[src/rtl/jtframe_lfbuf_mover_pkg.sv]
// jtframe_lfbuf_mover_pkg: state encoding and {frame_bit, v, col} address packing shared by mover, front end and bench
package jtframe_lfbuf_mover_pkg;
  typedef enum logic [2:0] {IDLE, WR_ADDR, WR_REQ, RD_REQ, RD_WR} state_t;
  function automatic logic [31:0] pack_addr(input logic fb, input logic [15:0] v, input logic [15:0] col,
                                            input int vw, input int hw);
    return (32'(fb) << (vw + hw)) | (32'(v) << hw) | 32'(col);
  endfunction
endpackage

[src/rtl/jtframe_lfbuf_mover.sv]
// jtframe_lfbuf_mover: drains completed object lines to 16-bit memory and fetches display lines during hblank
module jtframe_lfbuf_mover
  import jtframe_lfbuf_mover_pkg::*;
#(
  parameter int VW   = 8,
  parameter int HW   = 9,
  parameter int HMAX = 255
) (
  input  logic             clk,
  input  logic             rst,
  input  logic             lhbl,
  input  logic [VW-1:0]    vrender,
  input  logic             frame,
  input  logic             ln_hs,
  input  logic [VW-1:0]    ln_v,
  output logic             line,
  output logic [HW-1:0]    fb_addr,
  input  logic [15:0]      fb_din,
  output logic             fb_clr,
  output logic             fb_done,
  output logic [HW-1:0]    rd_addr,
  output logic [15:0]      fb_dout,
  output logic             scr_we,
  output logic [VW+HW:0]   mem_addr,
  output logic [15:0]      mem_din,
  input  logic [15:0]      mem_dout,
  output logic             mem_we,
  output logic             mem_rd,
  input  logic             mem_ack,
  output logic             busy
);
  localparam int AW = VW + HW + 1;

  state_t          st_q;
  logic [HW-1:0]   col_q, fb_addr_q, rd_addr_q;
  logic [AW-1:0]   mem_addr_q;
  logic [15:0]     mem_din_q, fb_dout_q;
  logic            lhbl_q, line_q, wr_pend_q, rd_pend_q, wr_fb_q, rd_fb_q;
  logic            fb_clr_q, fb_done_q, scr_we_q, mem_we_q, mem_rd_q;
  logic [VW-1:0]   wr_v_q, rd_v_q, wr_v_d, rd_v_d;
  logic            wr_fb_d, rd_fb_d, rd_fall, wr_go, rd_go, last;

  function automatic logic [AW-1:0] addr(input logic fb, input logic [VW-1:0] v, input logic [HW-1:0] c);
    return AW'(pack_addr(fb, 16'(v), 16'(c), VW, HW));
  endfunction

  assign rd_fall = lhbl_q & ~lhbl;
  assign wr_v_d  = ln_hs ? ln_v : wr_v_q;
  assign wr_fb_d = ln_hs ? frame : wr_fb_q;
  assign rd_v_d  = rd_fall ? vrender + VW'(1) : rd_v_q;
  assign rd_fb_d = rd_fall ? ~frame : rd_fb_q;
  assign wr_go   = wr_pend_q | ln_hs;
  assign rd_go   = rd_pend_q | rd_fall;
  assign last    = col_q == HW'(HMAX);

  assign line     = line_q;
  assign fb_addr  = fb_addr_q;
  assign fb_clr   = fb_clr_q;
  assign fb_done  = fb_done_q;
  assign rd_addr  = rd_addr_q;
  assign fb_dout  = fb_dout_q;
  assign scr_we   = scr_we_q;
  assign mem_addr = mem_addr_q;
  assign mem_din  = mem_din_q;
  assign mem_we   = mem_we_q;
  assign mem_rd   = mem_rd_q;
  assign busy     = st_q != IDLE;

  always_ff @(posedge clk) begin
    if (rst) begin
      st_q       <= IDLE;
      col_q      <= '0;
      fb_addr_q  <= '0;
      rd_addr_q  <= '0;
      mem_addr_q <= '0;
      mem_din_q  <= '0;
      fb_dout_q  <= '0;
      wr_v_q     <= '0;
      rd_v_q     <= '0;
      lhbl_q     <= 1'b0;
      line_q     <= 1'b0;
      wr_pend_q  <= 1'b0;
      rd_pend_q  <= 1'b0;
      wr_fb_q    <= 1'b0;
      rd_fb_q    <= 1'b0;
      fb_clr_q   <= 1'b0;
      fb_done_q  <= 1'b0;
      scr_we_q   <= 1'b0;
      mem_we_q   <= 1'b0;
      mem_rd_q   <= 1'b0;
    end else begin
      lhbl_q    <= lhbl;
      wr_v_q    <= wr_v_d;
      wr_fb_q   <= wr_fb_d;
      rd_v_q    <= rd_v_d;
      rd_fb_q   <= rd_fb_d;
      line_q    <= line_q ^ ln_hs;
      wr_pend_q <= wr_pend_q | ln_hs;
      rd_pend_q <= rd_pend_q | rd_fall;
      fb_clr_q  <= 1'b0;
      fb_done_q <= 1'b0;
      scr_we_q  <= 1'b0;
      case (st_q)
        IDLE: begin
          if (rd_go) begin
            st_q       <= RD_REQ;
            col_q      <= '0;
            mem_rd_q   <= 1'b1;
            mem_addr_q <= addr(rd_fb_d, rd_v_d, '0);
          end else if (wr_go) begin
            st_q      <= WR_ADDR;
            col_q     <= '0;
            fb_addr_q <= '0;
          end
        end
        // a pending clear keeps the old address for one cycle before presenting the next column
        WR_ADDR: begin
          if (fb_clr_q) fb_addr_q <= col_q;
          else begin
            st_q       <= WR_REQ;
            mem_we_q   <= 1'b1;
            mem_din_q  <= fb_din;
            mem_addr_q <= addr(wr_fb_q, wr_v_q, col_q);
          end
        end
        WR_REQ: begin
          if (mem_ack) begin
            mem_we_q <= 1'b0;
            fb_clr_q <= 1'b1;
            col_q    <= col_q + HW'(1);
            st_q     <= last ? IDLE : WR_ADDR;
            if (last) begin
              fb_done_q <= 1'b1;
              wr_pend_q <= ln_hs;
            end
          end
        end
        RD_REQ: begin
          if (mem_ack) begin
            mem_rd_q  <= 1'b0;
            fb_dout_q <= mem_dout;
            rd_addr_q <= col_q;
            scr_we_q  <= 1'b1;
            st_q      <= RD_WR;
          end
        end
        RD_WR: begin
          col_q <= col_q + HW'(1);
          if (last) begin
            st_q      <= IDLE;
            rd_pend_q <= rd_fall;
          end else begin
            st_q       <= RD_REQ;
            mem_rd_q   <= 1'b1;
            mem_addr_q <= addr(rd_fb_q, rd_v_q, col_q + HW'(1));
          end
        end
        default: st_q <= IDLE;
      endcase
    end
  end
endmodule

[config.mk]
export PLATFORM = sky130hd
export DESIGN_NAME = jtframe_lfbuf_mover
export DESIGN_NICKNAME = d
export VERILOG_FILES = /design/src/rtl/jtframe_lfbuf_mover_pkg.sv /design/src/rtl/jtframe_lfbuf_mover.sv
export SDC_FILE = /design/constraint.sdc
export NUM_CORES = 1
export LEC_CHECK = 0
export ABC_CLOCK_PERIOD_IN_PS = 2300
export CAP_MARGIN = 20
export CORE_MARGIN = 2
export CORE_UTILIZATION = 48
export CTS_CLUSTER_DIAMETER = 100
export DETAILED_ROUTE_END_ITERATION = 10
export GPL_TIMING_DRIVEN = 0
export PLACE_DENSITY = 0.8
export SLEW_MARGIN = 20
export SYNTH_ARGS = -nofsm -noshare
export SYNTH_HDL_FRONTEND = slang
export SYNTH_SLANG_ARGS = --single-unit
[constraint.sdc]
create_clock -name clk -period 2.3 [get_ports clk]
set_input_delay 0.46 -clock clk [delete_from_list [all_inputs] [get_ports clk]]
set_output_delay 0.46 -clock clk [all_outputs]
set_load 0.1 [all_outputs]
======== Word level (Yosys, flattened, before mapping) ========
Index checks and enable logic that the tools add are counted.
word-level totals
  flip-flop bits (word level) ............. 107
  bits in latches ......................... 0
  bits in writable memories ............... 0
  bits in read-only memories .............. 0
  input bits .............................. 54
  output and inout port bits .............. 75
  memories kept ........................... 0
operators by class
  add/sub/neg operators ................... 2
  multiply operators ...................... 0
  div/mod/pow operators ................... 0
  order comparisons ....................... 0
  equal/unequal tests ..................... 14
  shifts and indexed selects .............. 0
  mux-type cells .......................... 34
  bitwise logic cells ..................... 15
  reductions and logical operators ........ 18
operators by type and width
  kind                 number
  $mux 18              3
  $or 18x17->18        3
  $pmux 18 s3          1
  $mux 9               5
  $or 18x9->18         2
  $pmux 9 s3           1
  $pmux 9 s2           1
  $ne 2x2->1 const B   8
  $reduce_and 4->1     4
  $mux 3               5
  $pmux 3 s5           1
  $mux 1               13
  $reduce_bool 3->1    4
  $add 9x1->9 const B  1
  $eq 9x8->1 const B   1
  $add 8x1->8 const B  1
  $mux 8               1
  $eq 3x2->1 const B   2
  $not 1->1            6
  $reduce_and 3->1     2
  $reduce_and 2->1     2
  $reduce_bool 2->1    2
  $reduce_or 2->1      2
  $eq 3x1->1 const B   1
  10 further kinds     11

======== Longest topological paths before layout ========
Gate-level depths: netlist of the first run.
  word-level depth ........................ 6
  gate-level depth with buffers ........... 9
  depth with buffers taken out ............ 7

======== Least setup slack after synthesis of the first run ========
No wires, ideal clock.
  kind .................................... flip-flop to flip-flop
  start point ............................. register fb_clr_q (netlist: fb_clr)
  end point ............................... register st_q[1]
  setup time .............................. 0.115 ns
  arrival time ............................ 2.035 ns
  data required time ...................... 2.185 ns
  slack ................................... 0.150 ns
  cell stages (with the launch flop) ...... 7
  clock period less this slack ............ 2.150 ns
  cells stage by stage .................... dfxtp_1 -> nand2_1 -> o311a_1 -> or2_1 -> buf_6 -> buf_6 -> o21a_1
between the ends
  longest elaborated chain between the ends .. 2
ends and longest elaborated chain
  what                        line                        RTL
  from (decl)                 jtframe_lfbuf_mover.sv:39   logic fb_clr_q, fb_done_q, scr_we_q, mem_we_q, mem_rd_q;
  from (signal assigned)      jtframe_lfbuf_mover.sv:86   fb_clr_q <= 1'b0;
  from (signal assigned)      jtframe_lfbuf_mover.sv:100  fb_clr_q <= 1'b0;
  from (signal assigned)      jtframe_lfbuf_mover.sv:129  fb_clr_q <= 1'b1;
  $ne 2x2->1 (no line)        --
  $reduce_and 4->1 (no line)  --
  to (signal assigned)        jtframe_lfbuf_mover.sv:131  st_q <= last ? IDLE : WR_ADDR;
  to (decl)                   jtframe_lfbuf_mover.sv:34   state_t st_q;
No other way between the ends.
A chain may end at the register's enable or synchronous reset.

======== Worst setup path after layout of the first run ========
  start point ............................. register col_q[1]
  end point ............................... register mem_addr_q[13] (netlist: mem_addr[13])
between the ends
  longest elaborated chain between the ends .. 3
ends and longest elaborated chain
  what                        line                        RTL
  from (decl)                 jtframe_lfbuf_mover.sv:35   logic [HW-1:0] col_q, fb_addr_q, rd_addr_q;
  from (signal assigned)      jtframe_lfbuf_mover.sv:130  col_q <= col_q + HW'(1);
  from (signal assigned)      jtframe_lfbuf_mover.sv:148  col_q <= col_q + HW'(1);
  $eq 9x8->1                  jtframe_lfbuf_mover.sv:54   assign last = col_q == HW'(HMAX);
  named net last              jtframe_lfbuf_mover.sv:41   logic wr_fb_d, rd_fb_d, rd_fall, wr_go, rd_go, last;
  $ne 2x2->1 (no line)        --
  $reduce_and 4->1 (no line)  --
  to (signal assigned)        jtframe_lfbuf_mover.sv:109  mem_addr_q <= addr(rd_fb_d, rd_v_d, '0);
  to (signal assigned)        jtframe_lfbuf_mover.sv:123  mem_addr_q <= addr(wr_fb_q, wr_v_q, col_q);
  to (signal assigned)        jtframe_lfbuf_mover.sv:155  mem_addr_q <= addr(rd_fb_q, rd_v_q, col_q + HW'(1));
  to (decl)                   jtframe_lfbuf_mover.sv:36   logic [AW-1:0] mem_addr_q;
The timed path passes the listed nets, and every way through them passes these cells.

==> run summary, run 1 <==
==================================================================================================
Sequential cell area fraction in the yosys report ...................................        46.5%
Vias after detailed routing .........................................................         4560
Worst Hold Class .................................................................... flip-flop to flip-flop
Net count after synthesis ...........................................................          594
Residual overflow from global routing ...............................................            0
Area of the die .....................................................................   10400 um^2
Type of the worst setup path ........................................................ flip-flop to flip-flop
CTS tree ............................................................................        built
Element type at the critical path start .............................................    flip-flop
Worst-path cell chain ............................................................... ha_1, nand3_1, nor2_1, ha_2, nor4b_2, or2_1, buf_6, buf_6, a311oi_2
Synthesis-to-layout area growth .....................................................        34.0%
Clock Sinks .........................................................................          107
Buffers and inverters on the worst path .............................................            2
Number of global-route vias before repair ...........................................         4367
DR iter-0 viols .....................................................................          266
Final Hold Vio Count ................................................................            0
Clock transition time at the flip-flop clock pins of the worst setup and hold paths .      0.10 ns
Cell area after technology mapping ..................................................    4610 um^2
Number of setup violations in the final report ......................................            0
Cell leakage power ..................................................................   0.00262 uW
Crit path max-delay cell type ....................................................... sky130_fd_sc_hd__dfxtp_2
Drt total wl ........................................................................     13200 um
Global router's overall resource usage ..............................................        25.9%
Commonest non-fill, non-tap cell in the layout ...................................... sky130_fd_sc_hd__dfxtp_1
Width of the die ....................................................................       102 um
Deepest level of the CTS H-tree .....................................................            3
Core Region .........................................................................    9280 um^2
Stage delay of the slowest cell on the critical path ................................      0.42 ns
Mean instance size in the synthesized netlist .......................................    8.58 um^2
Crit path max-delay family .......................................................... simple AND/OR/NAND/NOR gates
Clock root buffer ................................................................... sky130_fd_sc_hd__clkbuf_8
Global-route wire length before repair ..............................................     21200 um
Most frequent CP cell ............................................................... sky130_fd_sc_hd__buf_6
Routability congestion estimate from global placement ...............................        0.872
Transition time at the pin with the least slew margin ...............................     0.999 ns
Count of nets after finishing .......................................................          733
Number of routed nets with antenna violations .......................................            0
Number of I/O pins ..................................................................          129
Hold Buf Count CTS ..................................................................            0
Max-slew headroom ...................................................................        33.7%
Count of yosys warnings during synthesis ............................................            0
RSZ-0062 raised after global routing ................................................        false
Number of diodes ....................................................................            0
Bufs on Longest Clock Path ..........................................................            2
Pre-CTS setup slack .................................................................    -0.248 ns
Final critical-path required period .................................................      2.19 ns
Number of max-cap violations ........................................................            0
First drt pass iteration count ......................................................            5
Register bit total from synthesis ...................................................          107
Data required time at the worst endpoint ............................................      2.59 ns
Biggest fanout along the worst timing path ..........................................           10
TritonCTS Buffers ...................................................................            9
Placed wire-length estimate .........................................................      9750 um
Sum of negative setup slack .........................................................         0 ns
Residual DRC ........................................................................            0
Yosys top cell by area .............................................................. sky130_fd_sc_hd__dfxtp_1
Top library cells by usage in the layout, fill and taps aside ....................... 106 x sky130_fd_sc_hd__dfxtp_1, 97 x sky130_fd_sc_hd__nand2_1, 73 x sky130_fd_sc_hd__dlygate4sd2_1
Number of unique standard cell types used by synthesis ..............................           66
Result of the run ................................................................... finished clean
F_max ...............................................................................      457 MHz
Cell count after synthesis ..........................................................          537
Worst VDD drop ......................................................................       459 uV
Area share of the leading cell type in the synthesized netlist ......................        46.5%
Slack of the critical path ..........................................................     0.113 ns
Die Ht ..............................................................................       102 um
Final-report max-slew violation count ...............................................            0
Fin crit share ......................................................................        95.1%
Worst clock skew ....................................................................    0.0137 ns
Port buffer count ...................................................................          128
Ys flop type ........................................................................ sky130_fd_sc_hd__dfxtp_1
Ratio of cells with drive above 1 in the final layout ...............................        8.96%
Number of antenna violations at the first check in global routing ...................            0
Routed wire per std cell ............................................................      16.3 um
Via/cell ratio ......................................................................         5.63
Synth async-reset ratio .............................................................           0%
Dominant cells by area after synthesis .............................................. sky130_fd_sc_hd__dfxtp_1 46%, sky130_fd_sc_hd__nand2_1 7.9%, sky130_fd_sc_hd__a21oi_1 7.3%
Largest net degree at the start of global routing ...................................           19
Type of destination of the critical path ............................................    flip-flop
Initial core utilization ............................................................        49.6%
Arrival time of the worst setup path ................................................      2.47 ns
Core Rows ...........................................................................           35
Later-pin clock latency in the skew report ..........................................      0.37 ns
Power density over cell area ........................................................  793 nW/um^2
EDFF count, synth ...................................................................            0
==================================================================================================
-- worst reg2reg max path, stage by stage, from the launching register on --
cell and delay [ns]:
sky130_fd_sc_hd__dfxtp_2 0.42, sky130_fd_sc_hd__ha_1 0.27, sky130_fd_sc_hd__nand3_1 0.15, sky130_fd_sc_hd__nor2_1 0.15
sky130_fd_sc_hd__ha_2 0.27, sky130_fd_sc_hd__nor4b_2 0.08, sky130_fd_sc_hd__or2_1 0.26, sky130_fd_sc_hd__buf_6 0.15
sky130_fd_sc_hd__buf_6 0.15, sky130_fd_sc_hd__a311oi_2 0.21
-- final timing paths --
| check | start | end | slack (ns) | cells after the start |
|---|---|---|---|---|
| setup reg to reg | col_q[1] | mem_addr[13] | 0.11 | 9 |
| hold / removal | mem_din[6] | mem_din[6] | 0.45 | 2 |
| setup / recovery | col_q[1] | mem_addr[13] | 0.11 | 9 |
| hold reg to reg | mem_din[6] | mem_din[6] | 0.45 | 2 |
-- report_power, final --
part	total [uW]	switching [uW]	internal (uW)	leakage [uW]
Clock	1200	660	545	0.000103
Combinational	1640	1240	400	0.00164
Sequential	2060	75.3	1980	0.000873
Total	4900	1970	2930	0.00262
-- registers in the layout, summed over array words and instances, names as in the netlist --
| name | flops |
|---|---|
| col_q | 9 |
| rd_pend_q | 1 |
| mem_din | 16 |
| rd_fb_q | 1 |
| wr_v_q | 8 |
| st_q | 3 |
| wr_pend_q | 1 |
| rd_addr | 9 |
| fb_clr | 1 |
| mem_we | 1 |
| scr_we | 1 |
| fb_done | 1 |
| lhbl_q | 1 |
| line | 1 |
| rd_v_q | 8 |
| wr_fb_q | 1 |
| fb_dout | 16 |
| fb_addr | 9 |
| mem_rd | 1 |
| mem_addr | 18 |
-- layout make-up --
cell class	count	area (um^2)
buffer	44	214
clock buffer	10	138
clock inverter	6	72.6
fill	842	3110
inverter	3	11.3
multi-input combinational	383	2250
sequential	107	2140
tap	129	161
timing repair buffer	128	1190
-- what timing repair did --
action,CTS,global route
buffers inserted,0,0
setup endpoints to repair,90,20
gates resized for setup,82,5
-- layer usage --
| metal | vias to the layer above | track usage [%] | share of wire (%) |
|---|---|---|---|
| met1 | 2154 | 32.6 | 43 |
| met5 | - | 0 | 0 |
| met2 | 172 | 43.1 | 48 |
| met3 | 28 | 6.98 | 7.4 |
| met4 | 0 | 9.13 | 2.2 |
| li1 | 2206 | - | - |
-- synthesized netlist by cell type (all sizes together), types with 5 or more instances --
cell    count
buf        22
nand4      11
a311oi     12
nand2b      7
nor3       22
a211oi      6
nor2       31
nor2b       7
nand2      98
and3        9
nand3       5
dfxtp     107
a22oi       8
a211o       5
a31oi       5
or3         5
mux2i       9
o21ai      24
a21oi      67
clkbuf     22
-- stage by stage --
stage                     area [um^2]  total power, uW  hold slack (ns)  utilization [%]  cells
final                            6180             4900            0.455             66.5    810
after global routing             6180             5090            0.480             66.5    810
after CTS                        6170             4910            0.459             66.5    810
after detailed placement         6050             3800            0.448             65.2    794
after global placement           6050             3780            0.441             65.2    794
after floorplan                  4610             3340            0.437                -    537
-- cell families after synthesis --
| family | Yosys count | synth area share (%) |
|---|---|---|
| buf+inv | 47 | 4.80 |
| xor+xnor | 2 | 0.380 |
| simple gates | 213 | 23.1 |
| compound gates | 155 | 22.3 |
| flops | 107 | 46.5 |
| fa+ha+maj | 4 | 1.03 |
| mux | 9 | 1.95 |
No activity file was read; power rests on OpenSTA's default activity.
==> inputs of run 2 (changes only) <==
Settings changed: ABC_AREA from default to 1, SLEW_MARGIN 20 to default.
==> run summary, run 2 <==
==================================================================================================
Result of the run ................................................................... finished clean
Slack of the critical path ..........................................................     0.122 ns   +0.00955 ns
Core utilization of the finished layout .............................................        66.1%   -0.41 points
Global router's overall resource usage ..............................................        26.3%   +0.40 points
First drt pass iteration count ......................................................            6   +1
Ys flop type ........................................................................ sky130_fd_sc_hd__dfxtp_1
Cell area after technology mapping ..................................................    4640 um^2   +0.76%
Core Rows ...........................................................................           35   unchanged
CTS tree ............................................................................        built
Cell count after synthesis ..........................................................          659   +23%
Fin crit share ......................................................................        94.7%   -0.42 points
Sequential cell area fraction in the yosys report ...................................        46.1%   -0.35 points
Ratio of cells with drive above 1 in the final layout ...............................        6.49%   -2.5 points
Deepest level of the CTS H-tree .....................................................            3   unchanged
Buffers and inverters on the worst path .............................................            1   -1
Width of the die ....................................................................       102 um   +0.36%
Port buffer count ...................................................................          126   -1.6%
Drt total wl ........................................................................     13200 um   +0.14%
Number of diodes ....................................................................            0   unchanged
Worst reg-to-reg setup slack ........................................................      0.13 ns   +0.02 ns
Biggest fanout along the worst timing path ..........................................            7   -3
Top library cells by usage in the layout, fill and taps aside ....................... 145 x sky130_fd_sc_hd__nand2_1, 104 x sky130_fd_sc_hd__dfxtp_1, 102 x sky130_fd_sc_hd__nor2_1
Number of antenna violations at the first check in global routing ...................            0   unchanged
Most repeated cell in the gate-level netlist after synthesis ........................ sky130_fd_sc_hd__nand2_1
Element type at the critical path start .............................................    flip-flop
Total area of sequential cells ......................................................    2150 um^2   +0.12%
Sum of negative setup slack .........................................................         0 ns   unchanged
Worst clock skew ....................................................................    0.0119 ns   -0.00177 ns
Number of routed nets with antenna violations .......................................            0   unchanged
Core Region .........................................................................    9330 um^2   +0.47%
Final critical-path required period .................................................      2.18 ns   -0.00955 ns
Number of max-cap violations ........................................................            0   unchanged
Cell leakage power ..................................................................   0.00291 uW   +11%
Routability congestion estimate from global placement ...............................        0.944   +8.3%
Clock Sinks .........................................................................          107   unchanged
Crit path max-delay family .......................................................... buffers and inverters
Die Ht ..............................................................................       102 um   +0.36%
Count of nets after finishing .......................................................          853   +16%
Register bit total from synthesis ...................................................          107   unchanged
Transition time at the pin with the least slew margin ...............................      1.00 ns   +0.00374 ns
Final-report max-slew violation count ...............................................            0   unchanged
DR iter-0 viols .....................................................................          290   +9.0%
Residual overflow from global routing ...............................................            0   unchanged
# fillers ...........................................................................          863   +2.5%
Commonest non-fill, non-tap cell in the layout ...................................... sky130_fd_sc_hd__nand2_1
Yosys top cell by area .............................................................. sky130_fd_sc_hd__dfxtp_1
Bufs on Longest Clock Path ..........................................................            2   unchanged
Stage delay of the slowest cell on the critical path ................................      0.58 ns   +0.16 ns
Mean instance size in the synthesized netlist .......................................    7.05 um^2   -18%
TritonCTS Buffers ...................................................................            9   unchanged
Worst VDD drop ......................................................................       747 uV   +63%
Placed wire-length estimate .........................................................     10100 um   +3.7%
Flip-flop count of the largest register, all copies and words added .................           18   unchanged
Worst Hold Class .................................................................... flip-flop to flip-flop
Synth async-reset ratio .............................................................           0%   unchanged
Pre-CTS setup slack .................................................................   -0.0328 ns   +0.216 ns
Later-pin clock latency in the skew report ..........................................      0.37 ns   about the same
Clock root buffer ................................................................... sky130_fd_sc_hd__clkbuf_8
Hold Buf Count CTS ..................................................................            0   unchanged
EDFF count, synth ...................................................................            0   unchanged
Residual DRC ........................................................................            0   unchanged
Arrival time of the worst setup path ................................................      1.72 ns   -0.75 ns
RSZ-0062 raised after global routing ................................................        false
Worst-path cell chain ............................................................... nor2_4, nand2_2, clkdlybuf4s15_2
Number of setup violations in the final report ......................................            0   unchanged
Data required time at the worst endpoint ............................................      1.84 ns   -0.75 ns
Routed wire per std cell ............................................................      14.2 um   -13%
Clock transition time at the flip-flop clock pins of the worst setup and hold paths .      0.10 ns   about the same
Count of yosys warnings during synthesis ............................................            0   unchanged
Number of buffers inserted to repair setup after CTS ................................            0   unchanged
Type of the worst setup path ........................................................ flip-flop to output pin
Global-route wire length before repair ..............................................     21700 um   +2.3%
Largest net degree at the start of global routing ...................................           18   -1
Net count after synthesis ...........................................................          716   +21%
Type of destination of the critical path ............................................   output pin
Initial core utilization ............................................................        49.8%   +0.14 points
Via/cell ratio ......................................................................         5.12   -9.1%
Vias after detailed routing .........................................................         4757   +4.3%
Power density over cell area ........................................................ 1280 nW/um^2   +62%
Number of unique standard cell types used by synthesis ..............................           34   -48%
Final Hold Vio Count ................................................................            0   unchanged
Area of the die .....................................................................   10500 um^2   +0.73%
Number of I/O pins ..................................................................          129   unchanged
Multi-input gate area in the final layout ...........................................    2100 um^2   -6.6%
Number of global-route vias before repair ...........................................         4532   +3.8%
Dominant cells by area after synthesis .............................................. sky130_fd_sc_hd__dfxtp_1 46%, sky130_fd_sc_hd__nand2_1 12%, sky130_fd_sc_hd__nor2_1 8.2%
Synthesis-to-layout area growth .....................................................        32.8%
Top post-synthesis cells by count ................................................... 145 x sky130_fd_sc_hd__nand2_1, 107 x sky130_fd_sc_hd__dfxtp_1, 102 x sky130_fd_sc_hd__nor2_1
Area share of the leading cell type in the synthesized netlist ......................        46.1%   -0.35 points
F_max ...............................................................................      459 MHz   +0.44%
Crit path max-delay cell type ....................................................... sky130_fd_sc_hd__clkdlybuf4s15_2
Max-slew headroom ...................................................................        33.4%   -0.25 points
==================================================================================================
run 2: cell types whose count changed after synthesis, sizes merged, moves of 12 or more:
cell    delta
nor3      -15
nand2     +52
inv       +63
a311oi    -12
o21ai     +26
nand3     +43
nor2      +77
run 2: report_power, final:
part	switching (uW)	internal, uW	leakage [uW]
Clock	647	399	0.0000799
Sequential	196	2180	0.000875
Combinational	3550	941	0.00196
run 2: logic make-up (layout without fill, tap and decap cells):
kind of cell / Yosys count / after routing / share of synthesized area, %
simple gates: 329 / 329 / 30.7
xor+xnor: 3 / 3 / 0.566
fa+ha+maj: 3 / 3 / 0.808
buf+inv: 97 / 239 / 8.70
flops: 107 / 107 / 46.1
compound gates: 120 / 120 / 13.1
run 2: path summary, 6_finish.rpt:
kind,startpoint,depth (start not counted),end
max,st_q[0],3,busy
min,fb_addr[6],2,fb_addr[6]
max reg2reg,col_q[0],12,mem_addr[10]
min reg2reg,fb_addr[6],2,fb_addr[6]
run 2: routing by layer:
layer	global-route usage [%]	vias to the layer above	wire, um
met2	43.9	188	6200
li1	-	2384	-
met4	6.36	0	142
met5	0	-	0
met1	33.9	2172	5660
met3	7.52	13	1220
run 2: what timing repair did:
| item | CTS | global route |
|---|---|---|
| gates resized for setup | 72 | 9 |
| pin swaps | 0 | 0 |
| setup endpoints to repair | 70 | 23 |
| gates cloned | 0 | 0 |
run 2: cell type report:
class                           instances  area share, %
Inverter                               68           4.14
Timing Repair Buffer                  126           19.3
Clock inverter                          5          0.608
Multi-Input combinational cell        455           34.0
Clock buffer                           11           2.13
Buffer                                 29           2.41
Sequential cell                       107           34.8
Tap cell                              129           2.62
run 2: per-stage QoR:
stage | hold WS [ns] | area [um^2] | total power (uW) | cells
after floorplan | 0.429 | 4640 | 5930 | 659
after global placement | 0.437 | 6070 | 7040 | 914
after detailed placement | 0.442 | 6070 | 7080 | 914
after CTS | 0.455 | 6150 | 7920 | 930
after global routing | 0.476 | 6170 | 8330 | 930
final | 0.450 | 6170 | 7920 | 930
run 2: worst register-to-register path, cell delays in order, from the launching register on:
cell and delay [ns]:
sky130_fd_sc_hd__dfxtp_2 0.42, sky130_fd_sc_hd__ha_2 0.26, sky130_fd_sc_hd__nand3_1 0.12, sky130_fd_sc_hd__nor3_1 0.23
sky130_fd_sc_hd__ha_1 0.21, sky130_fd_sc_hd__inv_1 0.10, sky130_fd_sc_hd__nor2_4 0.19, sky130_fd_sc_hd__nor2_8 0.07
sky130_fd_sc_hd__nand2_4 0.11, sky130_fd_sc_hd__buf_6 0.17, sky130_fd_sc_hd__nand2_1 0.07, sky130_fd_sc_hd__nand2_1 0.05
sky130_fd_sc_hd__nor2_1 0.05
==> inputs of run 3 (changes only) <==
Settings changed: PLACE_DENSITY 0.8 to default, PLACE_DENSITY_LB_ADDON from default to 0.25, REMOVE_ABC_BUFFERS from default to 1.
==> run summary, run 3 (synthesized netlist as in run 2, its figures left out) <==
==================================================================================================
Worst Hold Class .................................................................... primary input to flip-flop
Capture instance of the worst register-to-register path ............................. mem_addr[12]
Final critical-path required period .................................................      2.16 ns   -0.0227 ns
Power density over cell area ........................................................ 1300 nW/um^2   +1.0%
Pre-CTS setup slack .................................................................    -0.233 ns   -0.201 ns
Ratio of cells with drive above 1 in the final layout ...............................        5.66%   -0.83 points
Area of the die .....................................................................   10500 um^2   unchanged
Later-pin clock latency in the skew report ..........................................      0.37 ns   about the same
Final-report max-slew violation count ...............................................            0   unchanged
Register-to-Register Path Depth .....................................................           11   -1
Worst VDD drop ......................................................................       732 uV   -1.9%
Clock transition time at the flip-flop clock pins of the worst setup and hold paths .      0.10 ns   about the same
Drt total wl ........................................................................     12200 um   -7.6%
Worst clock skew ....................................................................    0.0112 ns   -0.000773 ns
Capturing element of the worst setup path ...........................................         busy
Core Region .........................................................................    9330 um^2   unchanged
Final Total Pwr .....................................................................      8020 uW   +1.3%
Number of antenna violations at the first check in global routing ...................            0   unchanged
Synthesis-to-layout area growth .....................................................        33.2%
Data required time at the worst endpoint ............................................      1.84 ns   about the same
CTS tree ............................................................................        built
Hold Buf Count CTS ..................................................................            0   unchanged
Sum of negative setup slack .........................................................         0 ns   unchanged
Clock Sinks .........................................................................          107   unchanged
Initial core utilization ............................................................        49.8%   unchanged
Count of nets after finishing .......................................................          830   -2.7%
Slack of the critical path ..........................................................     0.145 ns   +0.0227 ns
Final Hold Vio Count ................................................................            0   unchanged
Residual DRC ........................................................................            0   unchanged
Routed wire per std cell ............................................................      13.5 um   -5.1%
Core Rows ...........................................................................           35   unchanged
Number of I/O pins ..................................................................          129   unchanged
Reg-to-reg startpoint ...............................................................     col_q[1]
Startpoint of the most critical setup path ..........................................      st_q[2]
Number of global-route vias before repair ...........................................         4508   -0.53%
Arrival time of the worst setup path ................................................      1.70 ns   -0.02 ns
Type of the worst setup path ........................................................ flip-flop to output pin
Top library cells by usage in the layout, fill and taps aside ....................... 144 x sky130_fd_sc_hd__nand2_1, 106 x sky130_fd_sc_hd__dfxtp_1, 102 x sky130_fd_sc_hd__nor2_1
Global router's overall resource usage ..............................................        24.1%   -2.3 points
Worst reg-to-reg setup slack ........................................................      0.16 ns   +0.03 ns
Global-route wire length before repair ..............................................     20200 um   -7.0%
Vias after detailed routing .........................................................         4594   -3.4%
Number of max-cap violations ........................................................            0   unchanged
Element type at the critical path start .............................................    flip-flop
Bufs on Longest Clock Path ..........................................................            2   unchanged
Routability congestion estimate from global placement ...............................        0.913   -3.3%
Type of destination of the critical path ............................................   output pin
Largest net degree at the start of global routing ...................................           45   +27
Port buffer count ...................................................................          128   +1.6%
Fin crit share ......................................................................        93.7%   -0.99 points
Max-slew headroom ...................................................................        32.9%   -0.54 points
Width of the die ....................................................................       102 um   unchanged
Result of the run ................................................................... finished clean
# fillers ...........................................................................          840   -2.7%
TritonCTS Buffers ...................................................................            9   unchanged
DR iter-0 viols .....................................................................          245   -16%
First drt pass iteration count ......................................................            5   -1
Transition time at the pin with the least slew margin ...............................      1.01 ns   +0.00818 ns
Cell leakage power ..................................................................   0.00293 uW   +0.43%
Biggest fanout along the worst timing path ..........................................            6   -1
Deepest level of the CTS H-tree .....................................................            3   unchanged
Number of routed nets with antenna violations .......................................            0   unchanged
Clock root buffer ................................................................... sky130_fd_sc_hd__clkbuf_8
Via/cell ratio ......................................................................         5.07   -0.87%
Commonest non-fill, non-tap cell in the layout ...................................... sky130_fd_sc_hd__nand2_1
Die Ht ..............................................................................       102 um   unchanged
Number of diodes ....................................................................            0   unchanged
Number of setup violations in the final report ......................................            0   unchanged
Flip-flop count of the largest register, all copies and words added .................           18   unchanged
Hold depth ..........................................................................            2   unchanged
F_max ...............................................................................      464 MHz   +1.1%
Residual overflow from global routing ...............................................            0   unchanged
Placed wire-length estimate .........................................................      8690 um   -14%
Worst hold slack across all endpoints ...............................................     0.443 ns   -0.00726 ns
==================================================================================================
[run 3: cell count changes in the layout (fill, tap and decap cells not counted), sizes merged, moves of 2 or more]
cell	delta
dlymetal6s2s	+2
buf	-9
clkbuf	-16
dlygate4sd2	-2
bufinv	+3
[run 3: power breakdown]
group          internal, uW  switching [uW]
sequential             2180             189
clock                   716             615
combinational           853            3470
[run 3: worst max-delay path, stage by stage, from the launching register on]
cell and delay, ns:
sky130_fd_sc_hd__dfxtp_1 0.52, sky130_fd_sc_hd__inv_2 0.10, sky130_fd_sc_hd__nand2_2 0.13, sky130_fd_sc_hd__clkdlybuf4s15_2 0.58
[run 3: metal layers]
metal	up-vias	global-route usage, %	wire length [um]
met5	-	0	0
met4	0	10.8	266
met3	30	5.75	754
met2	160	39.1	5840
met1	2071	30.5	5370
li1	2333	-	-
[run 3: cell type report]
class / instances / area, um^2 / share of cell area, %
clock buffers: 10 / 128 / 2.06
flip-flops and latches: 107 / 2140 / 34.6
well taps: 129 / 161 / 2.61
repair buffers: 132 / 1270 / 20.6
inverters: 68 / 255 / 4.13
multi-input cells: 455 / 2120 / 34.3
clock inverters: 5 / 103 / 1.66
[run 3: timing repair]
item                                    4_1_cts  5_1_grt
gates resized for setup                      71       11
pin swaps                                     0        1
buffers inserted                              0        1
endpoints found under the setup margin       86       55
cloned                                        0        0
[run 3: through the flow]
| stage | area [um^2] | utilization, % | std cells |
|---|---|---|---|
| floorplan | 4500 | - | 630 |
| global placement | 5940 | 63.7 | 887 |
| detailed placement | 5990 | 64.3 | 890 |
| CTS | 6150 | 65.9 | 905 |
| global route | 6190 | 66.3 | 906 |
| finish | 6190 | 66.3 | 906 |
[run 3: worst min-delay path by stage]
stage	to	start	slack [ns]
detailed placement	mem_rd	mem_rd	0.44
CTS	rd_v_q[2]	rst	0.43
finish	rd_v_q[2]	rst	0.44
global placement	fb_addr[7]	fb_addr[7]	0.43
global route	rd_v_q[6]	rst	0.43
floorplan	wr_v_q[2]	wr_v_q[2]	0.43
